<file path="src/rtl/sklansky_pkg.sv">
// Shared types and constants for the Sklansky parallel-prefix adder.
// Build option: define SKL_CIN_EN to add a carry-in port to the adder.
package sklansky_pkg;

   localparam int SKL_WIDTH  = 16;
   localparam int SKL_LEVELS = $clog2(SKL_WIDTH);

   typedef logic [SKL_WIDTH-1:0] skl_word_t;

   typedef struct packed {
      logic p;
      logic g;
   } skl_pg_t;

   // Index of the topmost bit of the lower neighbouring block of size 2^(k-1)
   // that bit i pairs with at prefix level k.
   function automatic int skl_block_top(input int i, input int k);
      return ((i >> (k - 1)) << (k - 1)) - 1;
   endfunction

endpackage

</file>
<file path="src/rtl/sklansky_prefix_cell.sv">
// Prefix operator: merges a high (left) group with the adjacent low (right) group.
// Build option: none (SKL_CIN_EN only affects the top level).
module sklansky_prefix_cell (
   input  logic pr,
   input  logic gr,
   input  logic pl,
   input  logic gl,
   output logic po,
   output logic go
);

   assign go = gl | (pl & gr);
   assign po = pl & pr;

endmodule

</file>
<file path="src/rtl/sklansky_adder_16.sv">
// Registered unsigned adder on a Sklansky prefix tree, one cycle of latency.
// Build option: define SKL_CIN_EN to add the ci port (result = A + B + ci).
module sklansky_adder_16
   import sklansky_pkg::*;
#(
   parameter int WIDTH = SKL_WIDTH
) (
   input  logic             clk,
   input  logic             rst_n,
   input  logic             in_valid,
   input  logic [WIDTH-1:0] A,
   input  logic [WIDTH-1:0] B,
`ifdef SKL_CIN_EN
   input  logic             ci,
`endif
   output logic             out_valid,
   output logic [WIDTH-1:0] SUM,
   output logic             CO
);

   localparam int LEVELS = $clog2(WIDTH);

   logic             cin;
   logic [WIDTH-1:0] carry;
   logic [WIDTH-1:0] sum_d;
   logic             co_d;

   // tree[k][i] holds the group (p,g) of bits [block start .. i] after level k;
   // the last level therefore spans [0 .. i].
   skl_pg_t tree [LEVELS+1][WIDTH];

`ifdef SKL_CIN_EN
   assign cin = ci;
`else
   assign cin = 1'b0;
`endif

   // Carry-in behaves like a generate at position -1, so it folds into g_0.
   for (genvar i = 0; i < WIDTH; i++) begin : g_bit
      if (i == 0) begin : g_lsb
         assign tree[0][i] = '{p: A[i] | B[i],
                               g: (A[i] & B[i]) | ((A[i] | B[i]) & cin)};
      end else begin : g_upper
         assign tree[0][i] = '{p: A[i] | B[i], g: A[i] & B[i]};
      end
   end

   for (genvar k = 1; k <= LEVELS; k++) begin : g_lvl
      for (genvar i = 0; i < WIDTH; i++) begin : g_col
         if (((i >> (k - 1)) & 1) == 1) begin : g_cell
            localparam int J = skl_block_top(i, k);
            sklansky_prefix_cell u_cell (
               .pr (tree[k-1][J].p),
               .gr (tree[k-1][J].g),
               .pl (tree[k-1][i].p),
               .gl (tree[k-1][i].g),
               .po (tree[k][i].p),
               .go (tree[k][i].g)
            );
         end else begin : g_pass
            assign tree[k][i] = tree[k-1][i];
         end
      end
   end

   assign carry[0] = cin;
   for (genvar i = 1; i < WIDTH; i++) begin : g_carry
      assign carry[i] = tree[LEVELS][i-1].g;
   end

   assign sum_d = A ^ B ^ carry;
   assign co_d  = tree[LEVELS][WIDTH-1].g;

   // NOTE: sequential state uses non-blocking assignments so every register
   // samples pre-edge values regardless of block evaluation order.
   always_ff @(posedge clk or negedge rst_n) begin
      if (!rst_n) begin
         out_valid <= 1'b0;
         SUM       <= '0;
         CO        <= 1'b0;
      end else begin
         out_valid <= in_valid;
         if (in_valid) begin
            SUM <= sum_d;
            CO  <= co_d;
         end
      end
   end

endmodule

</file>
<file path="config.mk">
export PLATFORM = sky130hd
export DESIGN_NAME = sklansky_adder_16
export DESIGN_NICKNAME = d
export VERILOG_FILES = /design/src/rtl/sklansky_pkg.sv /design/src/rtl/sklansky_prefix_cell.sv /design/src/rtl/sklansky_adder_16.sv
export SDC_FILE = /design/constraint.sdc
export NUM_CORES = 1
export LEC_CHECK = 0
export BUFFER_PORTS_ARGS = -buffer_cell sky130_fd_sc_hd__buf_2
export CORE_UTILIZATION = 50
export DETAILED_ROUTE_END_ITERATION = 10
export PLACE_DENSITY = 0.79
export SYNTH_ARGS = -nofsm -noshare
export SYNTH_HDL_FRONTEND = slang
export SYNTH_SLANG_ARGS = --single-unit
</file>
<file path="constraint.sdc">
create_clock -name clk -period 0.8 [get_ports clk]
set_clock_uncertainty 0.05 [all_clocks]
set_input_delay 0.04 -clock clk [delete_from_list [all_inputs] [get_ports clk]]
set_output_delay 0.04 -clock clk [all_outputs]
set_load 0.1 [all_outputs]
</file>
==> flow_summary.json <==
{
  "status": "finished, violations left",
  "violations": "negative setup slack",
  "syn_to_final_growth_pct": 78.22,
  "synth_warnings": 0,
  "drive_gt1_frac": 0.6142,
  "ys_async_sr_fraction": 1.000,
  "synth.most_common_cell": "inv_1",
  "r2r_end": "SUM[15]",
  "worstReg2RegStart": "SUM[15]",
  "path_class": "input pin to flip-flop",
  "grt_max_degree": 25,
  "reg2reg_slack_ps": -270,
  "cts_buffers": 3,
  "crit_slowest_cell": "o31ai_1",
  "hold_path_class": "input pin to flip-flop",
  "core_area_um2": 3028,
  "place_congestion": 0.8238,
  "powerDensity_nw_per_um2": 2158,
  "ctsHtreeMaxLevel": 1,
  "worst_r2r_path_depth": 3,
  "cts-root-buf": "clkbuf_4",
  "critical_path_required_ps": 950,
  "wire_per_inst_um": 23.27,
  "ys_seq_area_frac": 0.2830,
  "grt_usage": 0.3447,
  "ys_seq_elements": 18,
  "netlist.area_leader.share": 0.2830,
  "ys.flop_type": "dfrtp_1",
  "synth_area_um2": 1592,
  "fillers": 99,
  "die_x_um": 58.42,
  "dieArea_um2": 3413,
  "dr.first_iter.drc_count": 224,
  "grt.overflow.total": 0,
  "antenna_found_initial": 0,
  "cp_slowest_stage_delay_ps": 520,
  "finish.utilization": 0.9368,
  "antenna_left": 0,
  "design_area_um2": 2836,
  "avgSynthCellArea_um2": 9.885,
  "hold_violations": 0,
  "syn-num-nets": 229,
  "clkTransAtPathRegs_ps": 130,
  "fmax_mhz": 518.3,
  "critPathArrivalTime_ps": 2080,
  "worstMarginPinSlew_ps": 601.3,
  "diodes": 0,
  "clock_latency_ps": 290,
  "grt_pass1_wl_um": 8590,
  "cp-end-kind": "flip-flop",
  "ir_drop_mv": 2.083,
  "placed_area_um2": 2540,
  "cts_max_path_buffers": 2,
  "dpl.hpwl_um": 3416,
  "startpoint": "B[9]",
  "die_h_um": 58.42,
  "slew_viol_final": 0,
  "ys_types": 32,
  "initial_core_util": 0.5256,
  "drt-total-wl_um": 7238,
  "whs_ps": 36.23,
  "ys_top_cells_by_area": "dfrtp_1 28%, ha_1 23%, inv_1 8.3%",
  "cts_tree": "yes",
  "firstDrtPassIters": 5,
  "vias_per_cell": 6.087,
  "cap_violations": 0,
  "cp-start-kind": "input pin",
  "port_buffers": 52,
  "synth_common_cells": "35 x inv_1, 29 x ha_1, 18 x dfrtp_1",
  "place_inst": 297,
  "ios": 53,
  "clkSinkCount": 18,
  "synth_edf_count": 0,
  "worst_slack_ps": -1129,
  "cp_common_cell": "inv_1",
  "crit_fanout": 4,
  "worstPathCellList": "buf_2, inv_1, ha_1, inv_1, a21oi_1, o31ai_1, buf_4, a211oi_4, or3_1, a31oi_1",
  "final_nets": 336,
  "period_share": 2.412,
  "p_leak_nw": 1.442,
  "cp-endpoint": "SUM[14]",
  "core.rowCount": 20,
  "rsz0062_at_grt": "true",
  "drcViolationCount": 0,
  "yosys.area.top_type": "dfrtp_1",
  "grt_pass1_vias": 1821,
  "vias": 1893,
  "stdcell_count": 311,
  "finalSetupViolCount": 35,
  "min_period_ps": 1929,
  "syn-instance-count": 161,
  "max_slew_margin": 0.5957
}
## metal layers
layer,GRT usage,up-vias,part of all wire
li1,-,740,-
met1,0.3572,874,0.33
met2,0.6634,196,0.48
met3,0.04835,83,0.10
met4,0.1871,0,0.096
met5,0,-,0
## cells by family after synthesis
group / after synthesis / synth area share
AO/OA/AOI/OAI: 25 / 0.1313
XOR/XNOR: 8 / 0.04403
adder cells (fa/ha/maj): 33 / 0.2783
buffers and inverters: 38 / 0.08962
flip-flops: 18 / 0.2830
multiplexers: 10 / 0.07076
AND/OR/NAND/NOR: 29 / 0.1030
## metrics by stage
step	TNS, ps	setup WS, ps	power, W
global route	-20130	-1112	0.006275
floorplan	-14360	-1178	0.003303
finish	-19400	-1129	0.006120
detailed placement	-18450	-1401	0.004908
CTS	-16720	-922.8	0.005775
global placement	-17610	-1343	0.004813
## power by group
group / total, W / internal, W / switching [W]
Sequential: 0.00133 / 0.00115 / 0.000188
Clock: 0.000611 / 0.000277 / 0.000333
Combinational: 0.00418 / 0.00177 / 0.00241
Total: 0.00612 / 0.00319 / 0.00293
## flip-flops by register name (all words and copies together), names as in the netlist
| name | count |
|---|---|
| SUM | 16 |
| out_valid | 1 |
| CO | 1 |
## cells in the final DEF, fill, tap and decap left out, types with 4 or more instances in the layout
cell and count:
mux2_2 5, a21oi_1 6, ha_1 28, buf_4 39, dfrtp_2 16, or3_1 4
nor2_1 9, fa_2 4, buf_6 14, buf_12 18, buf_2 32, inv_1 35
mux2_4 5, xnor2_1 4
## critical path, delay by kind of cell
kind	cells	cell delay, ps
AO/OA/AOI/OAI	4	940
buffers and inverters	4	470
AND/OR/NAND/NOR	1	390
adder cells (fa/ha/maj)	1	230
## final cells by class
cell class	instances	area (um2)	share of cell area
repair buffers	105	996.0	0.3511
clock buffers	4	36.28	0.01279
inverters	35	131.4	0.04632
multi-input cells	105	1140	0.4019
flip-flops and latches	18	478.0	0.1685
well taps	44	55.05	0.01941
## what timing repair did
item | CTS | global route
setup buffers | 7 | 4
endpoints found under the setup margin | 35 | 35
gates cloned | 0 | 0
endpoints found under the hold margin | 18 | 0
hold buffers | 1 | 0
pin swaps | 16 | 5
resized for setup | 31 | 12
## worst min-delay path by stage
stage               start  endpoint  slack [ps]  depth (start not counted)
detailed placement  rst_n    SUM[0]         -50                          1
global placement    rst_n    SUM[0]         -50                          1
floorplan           rst_n        CO        -310                          0
global route         A[0]    SUM[0]          20                          3
finish               A[0]    SUM[0]          40                          3
CTS                  A[0]    SUM[0]          30                          3
No activity file was read; power rests on OpenSTA's default activity.
